$ cat src/rtl/mmcm_ps_pkg.sv
// rtl/mmcm_ps_pkg.sv - shared state encoding, error codes and widths for the MMCM phase-shift sequencer
package mmcm_ps_pkg;
   localparam int DEF_NUM_CH      = 2;
   localparam int DEF_PHASE_STEPS = 448;
   localparam int CH_W            = $clog2(DEF_NUM_CH);
   localparam int PH_W            = $clog2(DEF_PHASE_STEPS);

   typedef enum logic [2:0] {
      S_IDLE,
      S_CALC,
      S_PULSE,
      S_WAIT,
      S_SETTLE,
      S_FIN
   } state_t;

   localparam logic [1:0] ERR_NONE     = 2'd0;
   localparam logic [1:0] ERR_UNLOCKED = 2'd1;
   localparam logic [1:0] ERR_TIMEOUT  = 2'd2;
   localparam logic [1:0] ERR_BAD_CMD  = 2'd3;
endpackage

$ cat src/rtl/mmcm_ps_phase_acc.sv
// rtl/mmcm_ps_phase_acc.sv - per-channel modulo up/down phase counter with clear
// Ports: psclk/reset clock and async reset; clr forces 0 (wins); inc/dec step by one
// with wrap at PHASE_STEPS; phase is the current count.
module mmcm_ps_phase_acc
   import mmcm_ps_pkg::*;
#(
   parameter int PHASE_STEPS = DEF_PHASE_STEPS,
   parameter int W           = PH_W
) (
   input  logic         psclk,
   input  logic         reset,
   input  logic         clr,
   input  logic         inc,
   input  logic         dec,
   output logic [W-1:0] phase
);
   logic [W-1:0] phase_q, phase_d;

   always_comb begin
      phase_d = phase_q;
      if (clr) begin
         phase_d = '0;
      end else if (inc) begin
         phase_d = (phase_q == W'(PHASE_STEPS - 1)) ? '0 : phase_q + 1'b1;
      end else if (dec) begin
         phase_d = (phase_q == '0) ? W'(PHASE_STEPS - 1) : phase_q - 1'b1;
      end
   end

   always_ff @(posedge psclk or posedge reset) begin
      if (reset) phase_q <= '0;
      else       phase_q <= phase_d;
   end

   assign phase = phase_q;
endmodule

$ cat src/rtl/mmcm_ps_sequencer.sv
// rtl/mmcm_ps_sequencer.sv - multi-channel MMCM fine phase-shift command sequencer
// Ports: cmd_* valid/ready command (relative steps or absolute target) for channel cmd_ch;
// psen/psincdec/psdone/locked per-MMCM phase-shift interface; rd_ch/rd_phase registered
// phase readback; busy/done/err/err_code command status.
module mmcm_ps_sequencer
   import mmcm_ps_pkg::*;
#(
   parameter int NUM_CH      = DEF_NUM_CH,
   parameter int PHASE_STEPS = DEF_PHASE_STEPS,
   parameter int STEP_W      = 10,
   parameter int TIMEOUT     = 64,
   parameter int SETTLE      = 4
) (
   input  logic                           psclk,
   input  logic                           reset,
   input  logic                           cmd_valid,
   output logic                           cmd_ready,
   input  logic [$clog2(NUM_CH)-1:0]      cmd_ch,
   input  logic                           cmd_abs,
   input  logic [STEP_W-1:0]              cmd_steps,
   input  logic [STEP_W-1:0]              cmd_target,
   output logic [NUM_CH-1:0]              psen,
   output logic [NUM_CH-1:0]              psincdec,
   input  logic [NUM_CH-1:0]              psdone,
   input  logic [NUM_CH-1:0]              locked,
   input  logic [$clog2(NUM_CH)-1:0]      rd_ch,
   output logic [$clog2(PHASE_STEPS)-1:0] rd_phase,
   output logic                           busy,
   output logic                           done,
   output logic                           err,
   output logic [1:0]                     err_code
);
   localparam int CW = $clog2(NUM_CH);
   localparam int PW = $clog2(PHASE_STEPS);
   localparam int TW = $clog2((TIMEOUT > SETTLE) ? TIMEOUT : SETTLE) + 1;

   state_t              state_q, state_d;
   logic [CW-1:0]       ch_q, ch_d;
   logic                abs_q, abs_d;
   logic [STEP_W-1:0]   steps_q, steps_d;
   logic [STEP_W-1:0]   target_q, target_d;
   logic [STEP_W-1:0]   n_q, n_d;
   logic                dir_q, dir_d;
   logic [TW-1:0]       timer_q, timer_d;
   logic                err_q, err_d;
   logic [1:0]          err_code_q, err_code_d;
   logic                rdy_q;
   logic [NUM_CH-1:0]   locked_q;
   logic [PW-1:0]       rd_phase_q, rd_phase_d;

   logic [PW-1:0]       phase [NUM_CH];
   logic [NUM_CH-1:0]   ph_inc, ph_dec, ph_clr;
   logic                lock_ch, bad_cmd;
   logic [PW-1:0]       cur_phase;
   int                  diff;

   assign lock_ch   = locked[ch_q];
   assign cur_phase = phase[ch_q];
   assign bad_cmd   = (int'(ch_q) >= NUM_CH) || (abs_q && (int'(target_q) >= PHASE_STEPS));
   // A falling lock on any channel means the MMCM restarts at its reset phase.
   assign ph_clr    = locked_q & ~locked;

   always_comb begin
      state_d    = state_q;
      ch_d       = ch_q;
      abs_d      = abs_q;
      steps_d    = steps_q;
      target_d   = target_q;
      n_d        = n_q;
      dir_d      = dir_q;
      timer_d    = timer_q;
      err_d      = err_q;
      err_code_d = err_code_q;
      ph_inc     = '0;
      ph_dec     = '0;
      diff       = 0;
      case (state_q)
         S_IDLE: begin
            if (cmd_valid && cmd_ready) begin
               ch_d       = cmd_ch;
               abs_d      = cmd_abs;
               steps_d    = cmd_steps;
               target_d   = cmd_target;
               err_d      = 1'b0;
               err_code_d = ERR_NONE;
               state_d    = S_CALC;
            end
         end
         S_CALC: begin
            if (bad_cmd) begin
               err_d      = 1'b1;
               err_code_d = ERR_BAD_CMD;
               state_d    = S_FIN;
            end else if (!lock_ch) begin
               err_d      = 1'b1;
               err_code_d = ERR_UNLOCKED;
               state_d    = S_FIN;
            end else begin
               if (abs_q) begin
                  // Shortest way round the circle; an exact half turn goes up.
                  diff = int'(target_q) - int'(cur_phase);
                  if (diff < 0) diff = diff + PHASE_STEPS;
                  if (diff <= PHASE_STEPS / 2) begin
                     n_d   = STEP_W'(diff);
                     dir_d = 1'b1;
                  end else begin
                     n_d   = STEP_W'(PHASE_STEPS - diff);
                     dir_d = 1'b0;
                  end
               end else begin
                  dir_d = ~steps_q[STEP_W-1];
                  n_d   = steps_q[STEP_W-1] ? (~steps_q + 1'b1) : steps_q;
               end
               state_d = (n_d == '0) ? S_FIN : S_PULSE;
            end
         end
         S_PULSE: begin
            if (!lock_ch) begin
               err_d      = 1'b1;
               err_code_d = ERR_UNLOCKED;
               state_d    = S_FIN;
            end else begin
               timer_d = '0;
               state_d = S_WAIT;
            end
         end
         S_WAIT: begin
            if (!lock_ch) begin
               err_d      = 1'b1;
               err_code_d = ERR_UNLOCKED;
               state_d    = S_FIN;
            end else if (psdone[ch_q]) begin
               // psdone is checked before the timer so a late-but-arrived step still counts.
               ph_inc[ch_q] = dir_q;
               ph_dec[ch_q] = ~dir_q;
               n_d          = n_q - 1'b1;
               timer_d      = '0;
               state_d      = S_SETTLE;
            end else if (timer_q == TW'(TIMEOUT - 1)) begin
               err_d      = 1'b1;
               err_code_d = ERR_TIMEOUT;
               state_d    = S_FIN;
            end else begin
               timer_d = timer_q + 1'b1;
            end
         end
         S_SETTLE: begin
            if (!lock_ch) begin
               err_d      = 1'b1;
               err_code_d = ERR_UNLOCKED;
               state_d    = S_FIN;
            end else if (timer_q == TW'(SETTLE - 1)) begin
               state_d = (n_q == '0) ? S_FIN : S_PULSE;
            end else begin
               timer_d = timer_q + 1'b1;
            end
         end
         S_FIN:   state_d = S_IDLE;
         default: state_d = S_IDLE;
      endcase
   end

   always_comb begin
      psen     = '0;
      psincdec = '0;
      // Never pulse an MMCM that has just lost lock.
      if (state_q == S_PULSE) begin
         psen[ch_q]     = lock_ch;
         psincdec[ch_q] = dir_q & lock_ch;
      end
   end

   assign rd_phase_d = phase[rd_ch];

   always_ff @(posedge psclk or posedge reset) begin
      if (reset) begin
         state_q    <= S_IDLE;
         ch_q       <= '0;
         abs_q      <= 1'b0;
         steps_q    <= '0;
         target_q   <= '0;
         n_q        <= '0;
         dir_q      <= 1'b0;
         timer_q    <= '0;
         err_q      <= 1'b0;
         err_code_q <= ERR_NONE;
         rdy_q      <= 1'b0;
         locked_q   <= '0;
         rd_phase_q <= '0;
      end else begin
         state_q    <= state_d;
         ch_q       <= ch_d;
         abs_q      <= abs_d;
         steps_q    <= steps_d;
         target_q   <= target_d;
         n_q        <= n_d;
         dir_q      <= dir_d;
         timer_q    <= timer_d;
         err_q      <= err_d;
         err_code_q <= err_code_d;
         rdy_q      <= 1'b1;
         locked_q   <= locked;
         rd_phase_q <= rd_phase_d;
      end
   end

   for (genvar g = 0; g < NUM_CH; g++) begin : g_ch
      mmcm_ps_phase_acc #(
         .PHASE_STEPS(PHASE_STEPS),
         .W          (PW)
      ) u_acc (
         .psclk(psclk),
         .reset(reset),
         .clr  (ph_clr[g]),
         .inc  (ph_inc[g]),
         .dec  (ph_dec[g]),
         .phase(phase[g])
      );
   end

   assign cmd_ready = rdy_q && (state_q == S_IDLE);
   assign busy      = (state_q != S_IDLE);
   assign done      = (state_q == S_FIN);
   assign err       = err_q;
   assign err_code  = err_code_q;
   assign rd_phase  = rd_phase_q;
endmodule

$ cat config.mk
export PLATFORM = sky130hd
export DESIGN_NAME = mmcm_ps_sequencer
export DESIGN_NICKNAME = d
export VERILOG_FILES = /design/src/rtl/mmcm_ps_pkg.sv /design/src/rtl/mmcm_ps_phase_acc.sv /design/src/rtl/mmcm_ps_sequencer.sv
export SDC_FILE = /design/constraint.sdc
export NUM_CORES = 1
export LEC_CHECK = 0
export ABC_AREA = 1
export BUFFER_PORTS_ARGS = -buffer_cell sky130_fd_sc_hd__buf_2
export CAP_MARGIN = 15
export CORE_MARGIN = 3
export CORE_UTILIZATION = 47
export CTS_CLUSTER_DIAMETER = 80
export DETAILED_ROUTE_END_ITERATION = 10
export PLACE_DENSITY = 0.71
export RECOVER_POWER = 25
export SETUP_SLACK_MARGIN = 0.15
export SYNTH_ARGS = -nofsm -noshare
export SYNTH_HDL_FRONTEND = slang
export SYNTH_SLANG_ARGS = --single-unit
$ cat constraint.sdc
create_clock -name psclk -period 4.2 [get_ports psclk]
set_clock_uncertainty 0.05 [all_clocks]
set_input_delay 0.84 -clock psclk [delete_from_list [all_inputs] [get_ports psclk]]
set_output_delay 0.84 -clock psclk [all_outputs]
set_load 0.02 [all_outputs]
### Word level (Yosys, flattened, before mapping)

Cells that the tools add are included.
W data, S select, Z words.

* add/sub/neg operators: 10
* order comparisons: 7
* equality and inequality tests: 22
* multiplexer cells: 81
* bitwise gates (word level): 13
* reductions and logical operators: 22

Operators by type and width (count)
* $mux W32: 5
* $mux W9: 16
* $mux W10: 10
* $mux W7: 6
* $mux W3: 11
* $le A32 B9 Y1 const B: 1
* $mux W2: 14
* $pmux W7 S3: 1
* $logic_not A10 Y1: 2
* $pmux W10 S2: 1
* $add A9 B1 Y9 const B: 2
* $eq A9 B9 Y1 const B: 2
* $logic_not A9 Y1: 2
* $sub A9 B1 Y9 const B: 2
* $ne A2 B2 Y1 const B: 8
* $pmux W3 S5: 1
* $mux W1: 13
* $add A11 B10 Y12 const B: 1
* $ne A3 B3 Y1 const B: 4
* $reduce_bool A3 Y1: 4
* $lt A11 B1 Y1 const B: 1
* $sub A10 B9 Y11: 1
* $add A10 B1 Y10 const B: 1
* $and A2 B2 Y2: 5
* 31 further kinds: 41

* register bits after elaboration: 76
* bits of input ports: 30
* output and inout bits: 19

### Depth between registers and ports, before layout

Gate-level depths: netlist (run 1).

* depth in word-level cells: 22
* mapped depth: 34
* mapped depth without buffers: 32

### By module

From an unflattened synthesis (run 1), not the netlist that was laid out.

* cells, all modules: 901
* area, all modules: 5914.4 um^2

By module, submodules not included
* mmcm_ps_sequencer: times used 1, cells each 641, area each 4185.3 um^2
* mmcm_ps_phase_acc: times used 2, cells each 130, area each 864.6 um^2

### Least setup slack after synthesis (run 1)

OpenSTA, ideal clock, no wires.

* path kind: register to register
* start point: register ch_q
* end point: register state_q[2]
* arrival: 3.614 ns
* slack: 0.470 ns
* cell stages (with the launch flop): 32
* clock period less this slack: 3.730 ns
* cells stage by stage: dfrtp_1 > clkbuf_1 > clkbuf_1 > o21ai_0 > ha_1 > fa_1 > inv_1 > nand2_1 > nand2_2 > nand3_2 > nand2_2 > nand2_1 > nand2_2 > ha_1 > inv_1 > nand2_2 > nand2_4 > nand3_2 > nand3_4 > nand2_2 > buf_6 > nand2_1 > nand2_1 > a21oi_1 > nand3_1 > nor2_1 > nand2_1 > nand2_1 > nand2_1 > nand2_1 > nand2_1 > nand2_1

* cells in the longest elaborated chain, start to end: 22
* elaborated cells between the ends (all ways): 35

Ends and longest elaborated chain
* start, declared: RTL line mmcm_ps_sequencer.sv:38 `logic [CW-1:0] ch_q, ch_d;`
* start signal, assigned: RTL line mmcm_ps_sequencer.sv:192 `ch_q <= ch_d;`
* $not A1 Y2 (not written as such): RTL line mmcm_ps_sequencer.sv:58 `assign cur_phase = phase[ch_q];`
* $mux W9 (not written as such) (3 in series): RTL line mmcm_ps_sequencer.sv:58
* $sub A10 B9 Y11: RTL line mmcm_ps_sequencer.sv:101 `diff = int'(target_q) - int'(cur_phase);`
* $add A11 B10 Y12 / $lt A11 B1 Y1 (equally long branches): RTL line mmcm_ps_sequencer.sv:102 `if (diff < 0) diff = diff + PHASE_STEPS;`
* $mux W32: RTL line mmcm_ps_sequencer.sv:102
* $mux W32: RTL line mmcm_ps_sequencer.sv:99 `if (abs_q) begin`
* $mux W32: RTL line mmcm_ps_sequencer.sv:94 `end else if (!lock_ch) begin`
* $mux W32: RTL line mmcm_ps_sequencer.sv:90 `if (bad_cmd) begin`
* [4 not listed]
* $mux W10: RTL line mmcm_ps_sequencer.sv:94
* $mux W10: RTL line mmcm_ps_sequencer.sv:90
* $mux W10: RTL line mmcm_ps_sequencer.sv:77 `case (state_q)`
* $logic_not A10 Y1: RTL line mmcm_ps_sequencer.sv:114 `state_d = (n_d == '0) ? S_FIN : S_PULSE;`
* $mux W3: RTL line mmcm_ps_sequencer.sv:114
* $mux W3: RTL line mmcm_ps_sequencer.sv:94
* $mux W3: RTL line mmcm_ps_sequencer.sv:90
* $pmux W3 S5: RTL line mmcm_ps_sequencer.sv:77
* end signal, assigned: RTL line mmcm_ps_sequencer.sv:191 `state_q <= state_d;`
* end, declared: RTL line mmcm_ps_sequencer.sv:37 `state_t state_q, state_d;`

Several ways; a longest one is shown, not always the timed one. The select of a mux whose other input is x is not followed.
A chain may end at the register's enable or synchronous reset.

### Worst setup path in the final report (run 1)

* start point: register ch_q
* end point: register state_q[0]

The elaborated chain is that of the path after synthesis.

==> results of run 1 <==
[how the worst max path moves through the flow]
stage,from,endpoint,cells past startpoint
6_report,ch_q$_DFFE_PP0P_,state_q[0]$_DFFE_PP0P_,25
3_3_place_gp,ch_q$_DFFE_PP0P_,state_q[0]$_DFFE_PP0P_,27
2_1_floorplan,ch_q$_DFFE_PP0P_,state_q[2]$_DFFE_PP0P_,31
5_1_grt,ch_q$_DFFE_PP0P_,state_q[0]$_DFFE_PP0P_,31
4_1_cts,ch_q$_DFFE_PP0P_,state_q[0]$_DFFE_PP0P_,27
3_5_place_dp,ch_q$_DFFE_PP0P_,state_q[0]$_DFFE_PP0P_,27
[through the flow]
stage	setup slack [ps]	util, %	area (um2)
after detailed placement	239	51.5	5900
after global placement	406	51.5	5900
final	524	54.7	6270
after global routing	158	54.7	6270
after CTS	227	54.3	6230
after floorplan	470	-	5540
[worst min-delay path, cell delays in order, from the launching register on]
cell and delay, ps:
dfrtp_1 360, nand2_1 60, nand2_1 50
[kinds of logic after synthesis]
family	Yosys count	share of synthesized area, %
AND/OR/NAND/NOR	400	31.6
AO/OA/AOI/OAI	162	15.7
buffers and inverters	150	10.3
flip-flops	76	34.3
XOR/XNOR	21	3.32
adder cells (fa/ha/maj)	19	4.43
other	1	0.0677
multiplexers	1	0.203
[placed cells by master (no fill, tap or decap), drive strengths merged]
cell,n
nand4,8
o31ai,1
mux2,1
o32ai,1
nor4,2
a31oi,6
nor3b,2
a22oi,1
xnor2,5
fa,1
o21a,1
buf,50
inv,126
a221o,1
a21oi,38
conb,1
o311ai,1
nand2,224
dfrtp,76
xor2,16
nand3,66
clkbuf,17
o221ai,1
o21ai,96
o22ai,9
clkinvlp,1
nand3b,2
nor2,61
clkinv,2
or3,1
o211ai,5
a22o,1
ha,18
nor3,31
bufinv,2
or2,3
[final cells by class]
class                      count  share of cell area, %
sequential                    76                   30.4
tap                          143                   2.85
clock inverter                 3                   1.10
clock buffer                  13                   4.15
multi-input combinational    604                   49.3
inverter                     128                   7.72
timing repair buffer          54                   4.49
[synthesized netlist by cell type, types with 9 or more instances]
cell | instances | area share (%)
a21oi_1 | 38 | 3.4
nor3_1 | 31 | 2.8
nand3_1 | 63 | 5.7
nand2_2 | 9 | 1.0
xor2_1 | 16 | 2.5
inv_1 | 122 | 8.3
clkbuf_1 | 21 | 1.4
ha_1 | 18 | 4.1
nor2_1 | 60 | 4.1
nand2_1 | 211 | 14
o21ai_0 | 93 | 8.4
dfrtp_1 | 76 | 34
o22ai_1 | 9 | 1.0
[report_power, final]
part / leakage, nW / total, W / internal [W] / switching, W
Combinational: 2.06 / 0.00389 / 0.00135 / 0.00254
Sequential: 0.991 / 0.00115 / 0.000943 / 0.000205
Clock: 0.160 / 0.000852 / 0.000554 / 0.000298
Total: 3.21 / 0.00589 / 0.00285 / 0.00304
[sequential cells by signal (all words and copies together), names as in the netlist]
signal	flops
err_code	2
locked_q	2
rd_phase	9
abs_q	1
timer_q	7
ch_q	1
state_q	3
g_ch.u_acc.phase	18
steps_q	10
dir_q	1
err	1
target_q	10
rdy_q	1
n_q	10
[what timing repair did]
item / 4_1_cts / 5_1_grt
resized for setup: 0 / 13
buffers inserted: 0 / 2
endpoints found under the setup margin: 0 / 5
[layer usage]
layer	up-vias	global-route usage, %	share of wire (%)
met5	-	0	0
met4	0	6.89	1.6
met3	19	4.60	5.3
met2	139	36.9	47
met1	2479	29.9	46
li1	2781	-	-
==> reports/results.tsv, run 1 <==
metric	value	unit
drc_errors	0	
synth_edf_count	0	
cts.reportedPaths.clkPinSlew	60	ps
hold-worst-slack	445	ps
gr-total-overflow	0	
nFillCells	1108	
max_freq	272	MHz
hold_viol	0	
rows	39	
detail-route-antenna-nets	0	
tns	0	ps
cts_made_buffers	9	
min_period_over_period	87.5	%
synth_seq_area_share	34.3	%
drv_cap	0	
yosysUniqueCellTypes	44	
drt-initial-drc-count	346	
syn_nets	879	
nets	922	
die_h	115	um
routedWlPerCell	13.7	um
hp-class	reg2reg	
leakage	3.21	nW
hpwl	10.4	mm
drv_slew	0	
path_class	reg2reg	
p_per_area	939	nW/um2
drt-vias-per-instance	5.31	
synthFlopType	dfrtp_1	
root_buffer	clkbuf_16	
worst_slew_pin_slew	1430	ps
fp.coreArea	11500	um2
rsz0062_at_grt	no	
clkSinkCount	76	
fin_crit	3680	ps
antenna_found_initial	0	
cts_buffer_depth	2	
design_power_total	0.00589	W
grt_max_degree	45	
dp_cells	1003	
antenna_cells	0	
worst_setup_path_end_kind	flip-flop	
crit_family	simple AND/OR/NAND/NOR gates	
cts_tree	done	
async_reset_ff_share	100	%
regArea	1910	um2
start_kind	flip-flop	
setup_viol	0	
wirelength	14.0	mm
fp.dieW	115	um
syn_area	5540	um2
hold_end	target_q[3]$_DFFE_PP0P_	
final_cells	1021	
synth_seq_cells	76	
status	completed	
worst-path-max-fanout	11	
cp.required	4380	ps
multi_input_area	3090	um2
avgSynthCellArea	6.68	um2
hold_depth	2	
syn-instance-count	830	
crit_buf_inv	3	
ff2ff_setup_slack	520	ps
drive_above_1_share	11.0	%
area_growth	13.2	%
firstDrtPassIters	8	
maxSlewHeadroom	4.34	%
vias	5418	
holdCritStartpoint	target_q[3]$_DFFE_PP0P_	
yosysWarnings	0	
io_buffers	48	
crit_slowest_cell	o21ai_0	
grt_pass1_vias	5106	
place.gp.congestion	0.933	
grt_pass1_wl	23.8	mm
fp.dieArea	13100	um2
h-tree-depth	3	
slowest_delay	430	ps
reg2regPathDepth	25	
io_pins	49	
crit_top_cell	nand2_1	
insertion_delay	340	ps
timing.rr.start	ch_q$_DFFE_PP0P_	
grtUsageTotal	22.5	%
r2r_end	state_q[0]$_DFFE_PP0P_	
initial_core_util	48.3	%
peakVddDrop	0.557	mV
cts_hold_buffers	0	
cp.arrival	3860	ps
Note: power is estimated with default switching activity, not from simulation.
==> run 2, diff against run 1 <==
==> constraint.sdc (replaced) <==
create_clock -name psclk -period 3.9 [get_ports psclk]
set_clock_uncertainty 0.05 [all_clocks]
set_input_delay 0.78 -clock psclk [delete_from_list [all_inputs] [get_ports psclk]]
set_output_delay 0.78 -clock psclk [all_outputs]
set_load 0.02 [all_outputs]
==> run 2 against run 1 <==
Net effect:
- final cell count grew 2.5%
- final area up 5.2%
- global-route usage is 0.15 points lower
- critical path depth grew 4
- count of clock-buffer cells in the layout did not move
- highest routed layer unchanged
- setup slack worse by 110 ps
- fmax grew 5.4%
==> reports/results.tsv, run 2 (synthesis results as in run 1) <==
metric	value	unit	change
grt_max_degree	59		was 45
timing.rr.start	ch_q$_DFFE_PP0P_		unchanged
antenna_cells	0		unchanged
tns	0	ps	unchanged
rsz0062_at_grt	no		unchanged
cp.arrival	3730	ps	was 3860 ps
insertion_delay	350	ps	was 340 ps
crit_top_cell	nand2_1		unchanged
maxSlewHeadroom	54.3	%	was 4.34%
slowest_delay	470	ps	was 430 ps
initial_core_util	48.3	%	unchanged
largest_reg_flops	18		unchanged
crit_end	state_q[0]$_DFFE_PP0P_		unchanged
r2r_end	state_q[0]$_DFFE_PP0P_		unchanged
cts_tree	done		unchanged
place_ws	108	ps	was 239 ps
crit_slowest_cell	dfrtp_2		was o21ai_0
wirelength	14.3	mm	was 14.0 mm
startpoint	ch_q$_DFFE_PP0P_		unchanged
fp.coreArea	11500	um2	unchanged
status	completed		unchanged
antenna_found_initial	0		unchanged
io_pins	49		unchanged
cts_made_buffers	9		unchanged
drv_cap	0		unchanged
firstDrtPassIters	5		was 8
hold_viol	0		unchanged
worst_setup_path_end_kind	flip-flop		unchanged
hp-class	in2async		was reg2reg
fin_crit	3490	ps	was 3680 ps
start_kind	flip-flop		unchanged
drv_slew	0		unchanged
nFillCells	1083		was 1108
h-tree-depth	3		unchanged
min_period_over_period	89.5	%	was 87.5%
layout_common_cells	nand2_1, inv_1, o21ai_0		unchanged
ff2ff_setup_slack	410	ps	was 520 ps
gr-total-overflow	0		unchanged
detail-route-antenna-nets	0		unchanged
hpwl	10.6	mm	was 10.4 mm
cp.required	4140	ps	was 4380 ps
max_freq	287	MHz	was 272 MHz
fp.dieArea	13100	um2	unchanged
place.gp.congestion	0.942		was 0.933
vias	5561		was 5418
drive_above_1_share	16.7	%	was 11.0%
layout_commonest_cell	nand2_1		unchanged
area_growth	19.1	%	was 13.2%
cts_buffer_depth	2		unchanged
setup_viol	0		unchanged
drt-initial-drc-count	390		was 346
nets	948		was 922
fp.dieW	115	um	unchanged
worst_slew_pin_slew	680	ps	was 1430 ps
routedWlPerCell	13.7	um	about the same
rows	39		unchanged
die_h	115	um	unchanged
root_buffer	clkbuf_16		unchanged
drt-vias-per-instance	5.31		about the same
clkSinkCount	76		unchanged
path_class	reg2reg		unchanged
grt_pass1_wl	23.5	mm	was 23.8 mm
drc_errors	0		unchanged
grtUsageTotal	22.3	%	was 22.5%
worst-path-max-fanout	8		was 11
cts.reportedPaths.clkPinSlew	60	ps	about the same
grt_pass1_vias	5029		was 5106
reg2regPathDepth	29		was 25
layout_setup_ws	411	ps	was 524 ps
io_buffers	48		unchanged
cts_hold_buffers	0		unchanged
run 2: changes by cell type in the layout (fill, tap and decap cells not counted), sizes merged:
cell      before  now
buf           50   76
clkbuf        17   16
clkinvlp       1    2
inv          126  125
nand2        224  225
run 2: cell type report:
type	instances	area, um2	share of cell area [%]
clock buffers	13	260	3.94
clock inverters	3	68.8	1.04
inverters	128	490	7.43
multi-input cells	605	3180	48.1
flip-flops and latches	76	1910	28.9
well taps	143	179	2.71
repair buffers	79	515	7.81
run 2: worst min path at each step:
stage                            start                      end  slack, ps  depth (start not counted)
2_1_floorplan  target_q[2]$_DFFE_PP0P_  target_q[2]$_DFFE_PP0P_        410                          2
3_3_place_gp   target_q[5]$_DFFE_PP0P_  target_q[5]$_DFFE_PP0P_        440                          2
3_5_place_dp   target_q[5]$_DFFE_PP0P_  target_q[5]$_DFFE_PP0P_        430                          2
4_1_cts        target_q[5]$_DFFE_PP0P_  target_q[5]$_DFFE_PP0P_        450                          2
5_1_grt                          reset   timer_q[2]$_DFFE_PP0P_        400                          2
6_report                         reset   timer_q[0]$_DFFE_PP0P_        390                          2
run 2: per-layer routing:
layer	vias up	wire length [um]	GRT usage [%]
met4	0	217	6.25
li1	2843	-	-
met5	-	0	0
met2	137	6740	35.6
met3	16	776	5.60
met1	2565	6560	30.2
run 2: through the flow:
stage / cells / utilization (%) / area, um2 / hold slack (ps)
after global placement: 1009 / 51.9 / 5950 / 436
after global routing: 1047 / 57.5 / 6600 / 404
after detailed placement: 1009 / 51.9 / 5950 / 433
after floorplan: 830 / - / 5540 / 405
after CTS: 1025 / 54.7 / 6280 / 450
final: 1047 / 57.5 / 6600 / 390
run 2: worst max-delay path: cells and delay by family, from the launching register on:
kind	cells	cell delay [ps]
flip-flops	1	470
AND/OR/NAND/NOR	23	2010
AO/OA/AOI/OAI	1	80
adder cells (fa/ha/maj)	1	340
buffers and inverters	4	470
run 2: timing repair:
action	CTS	global route
pin swaps	0	21
setup endpoints to repair	2	8
gates cloned	0	2
buffers inserted	0	19
endpoints found under the hold margin	0	0
resized for setup	2	48
Power of run 2 is not shown: default switching activity piles up to over one toggle a cycle in this logic, so the estimate is an artifact.
==> run 3, diff against run 2 <==
--- a/config.mk
+++ b/config.mk
@@ -7,12 +7,11 @@
 export LEC_CHECK = 0
 export ABC_AREA = 1
 export BUFFER_PORTS_ARGS = -buffer_cell sky130_fd_sc_hd__buf_2
-export CAP_MARGIN = 15
 export CORE_MARGIN = 3
-export CORE_UTILIZATION = 47
+export CORE_UTILIZATION = 35
 export CTS_CLUSTER_DIAMETER = 80
 export DETAILED_ROUTE_END_ITERATION = 10
-export PLACE_DENSITY = 0.71
+export PLACE_DENSITY = 0.58
 export RECOVER_POWER = 25
 export SETUP_SLACK_MARGIN = 0.15
 export SYNTH_ARGS = -nofsm -noshare
==> run 3 against run 2 <==
Net effect:
- sequential share of layout area down 0.87 points
- critical path depth unchanged
- non-clock buffer count up 6
==> reports/results.tsv, run 3 (synthesis results as in run 1) <==
metric	value	unit	change
status	completed		unchanged
start_kind	flip-flop		unchanged
tns	0	ps	unchanged
slowest_delay	480	ps	was 470 ps
rows	45		was 39
multi_input_area	3280	um2	was 3180 um2
drv_slew	0		unchanged
cp.required	4140	ps	about the same
hold_depth	2		
crit_slowest_cell	dfrtp_2		unchanged
wirelength	15.6	mm	was 14.3 mm
crit_buf_inv	3		was 4
crit_top_cell	nand2_1		unchanged
grt_pass1_wl	25.3	mm	was 23.5 mm
insertion_delay	350	ps	about the same
nFillCells	1571		was 1083
area_growth	22.4	%	was 19.1%
cts_hold_buffers	0		unchanged
worst-path-max-fanout	8		unchanged
io_pins	49		unchanged
grtUsageTotal	17.7	%	was 22.3%
cts_tree	done		unchanged
io_buffers	48		unchanged
crit_family	simple AND/OR/NAND/NOR gates		unchanged
largest_reg_flops	18		unchanged
setup_viol	0		unchanged
rsz0062_at_grt	no		unchanged
route.met2.wl	7.18	mm	was 6.74 mm
initial_core_util	36.1	%	was 48.3%
drive_above_1_share	18.6	%	was 16.7%
grt_pass1_vias	5174		was 5029
vias	5588		was 5561
h-tree-depth	3		unchanged
regArea	1900	um2	was 1910 um2
place.gp.congestion	0.927		was 0.942
drt-vias-per-instance	4.98		was 5.31
layout_setup_ws	346	ps	was 411 ps
fp.dieW	132	um	was 115 um
r2r_end	state_q[2]$_DFFE_PP0P_		was state_q[0]$_DFFE_PP0P_
detail-route-antenna-nets	0		unchanged
reg2regPathDepth	29		unchanged
timing.rr.start	ch_q$_DFFE_PP0P_		unchanged
dp_cells	1080		was 1009
layout_commonest_cell	nand2_1		unchanged
fp.coreArea	15400	um2	was 11500 um2
fp.dieArea	17400	um2	was 13100 um2
drv_cap	0		unchanged
min_period_over_period	91.1	%	was 89.5%
grt_max_degree	38		was 59
die_h	132	um	was 115 um
place_ws	192	ps	was 108 ps
hpwl	11.4	mm	was 10.6 mm
hold_end	target_q[5]$_DFFE_PP0P_		
cp.arrival	3790	ps	was 3730 ps
holdCritStartpoint	target_q[5]$_DFFE_PP0P_		
m1WireLength	7.27	mm	was 6.56 mm
hold_viol	0		unchanged
maxSlewHeadroom	18.3	%	was 54.3%
antenna_found_initial	0		unchanged
routed.top_layer	met4		unchanged
hold-worst-slack	455	ps	was 390 ps
clkSinkCount	76		unchanged
layout_common_cells	nand2_1, inv_1, o21ai_0		unchanged
antenna_cells	0		unchanged
hp-class	reg2reg		was in2async
root_buffer	clkbuf_16		unchanged
path_class	reg2reg		unchanged
firstDrtPassIters	6		was 5
gr-total-overflow	0		unchanged
cts_made_buffers	9		unchanged
cts.reportedPaths.clkPinSlew	60	ps	about the same
worst_setup_path_end_kind	flip-flop		unchanged
cts_buffer_depth	2		unchanged
final_cells	1121		was 1047
nets	954		was 948
max_freq	281	MHz	was 287 MHz
drt-initial-drc-count	325		was 390
routedWlPerCell	13.9	um	was 13.7 um
met3_length	739	um	was 776 um
fin_crit	3550	ps	was 3490 ps
worst_slew_pin_slew	1230	ps	was 680 ps
ff2ff_setup_slack	350	ps	was 410 ps
drc_errors	0		unchanged
-- run 3: area by class of cell --
class                      instances  area share, %
sequential                        76           28.0
multi-input combinational        605           48.4
tap                              211           3.89
clock inverter                     5           1.25
clock buffer                      11           3.43
timing repair buffer              85           7.80
inverter                         128           7.17
-- run 3: per-stage QoR --
step / area, um2 / utilization [%]
after global routing: 6790 / 44.1
after global placement: 6050 / 39.4
after detailed placement: 6050 / 39.4
final: 6790 / 44.1
after floorplan: 5540 / -
after CTS: 6370 / 41.5
-- run 3: worst min-delay path: stages, from the launching register on --
cell	delay (ps)
dfrtp_1	360
nand2_1	60
nand2_1	60
-- run 3: how the worst max path moves through the flow --
stage / startpoint / end / cells after the start
after floorplan: ch_q$_DFFE_PP0P_ / state_q[2]$_DFFE_PP0P_ / 31
after global placement: ch_q$_DFFE_PP0P_ / state_q[2]$_DFFE_PP0P_ / 27
after detailed placement: ch_q$_DFFE_PP0P_ / state_q[2]$_DFFE_PP0P_ / 28
after CTS: ch_q$_DFFE_PP0P_ / state_q[2]$_DFFE_PP0P_ / 28
after global routing: ch_q$_DFFE_PP0P_ / state_q[2]$_DFFE_PP0P_ / 29
final: ch_q$_DFFE_PP0P_ / state_q[2]$_DFFE_PP0P_ / 29
-- run 3: repair_timing --
item                       in CTS  in global routing
gates resized for setup         0                 73
setup endpoints to repair       0                  8
buffers inserted                0                 23
-- run 3: layer usage --
metal,vias up,GRT usage [%]
met1,2566,23.8
met2,150,27.6
met3,27,4.08
met5,-,0
met4,0,6.94
li1,2845,-
Power of run 3 is left out for the same reason.
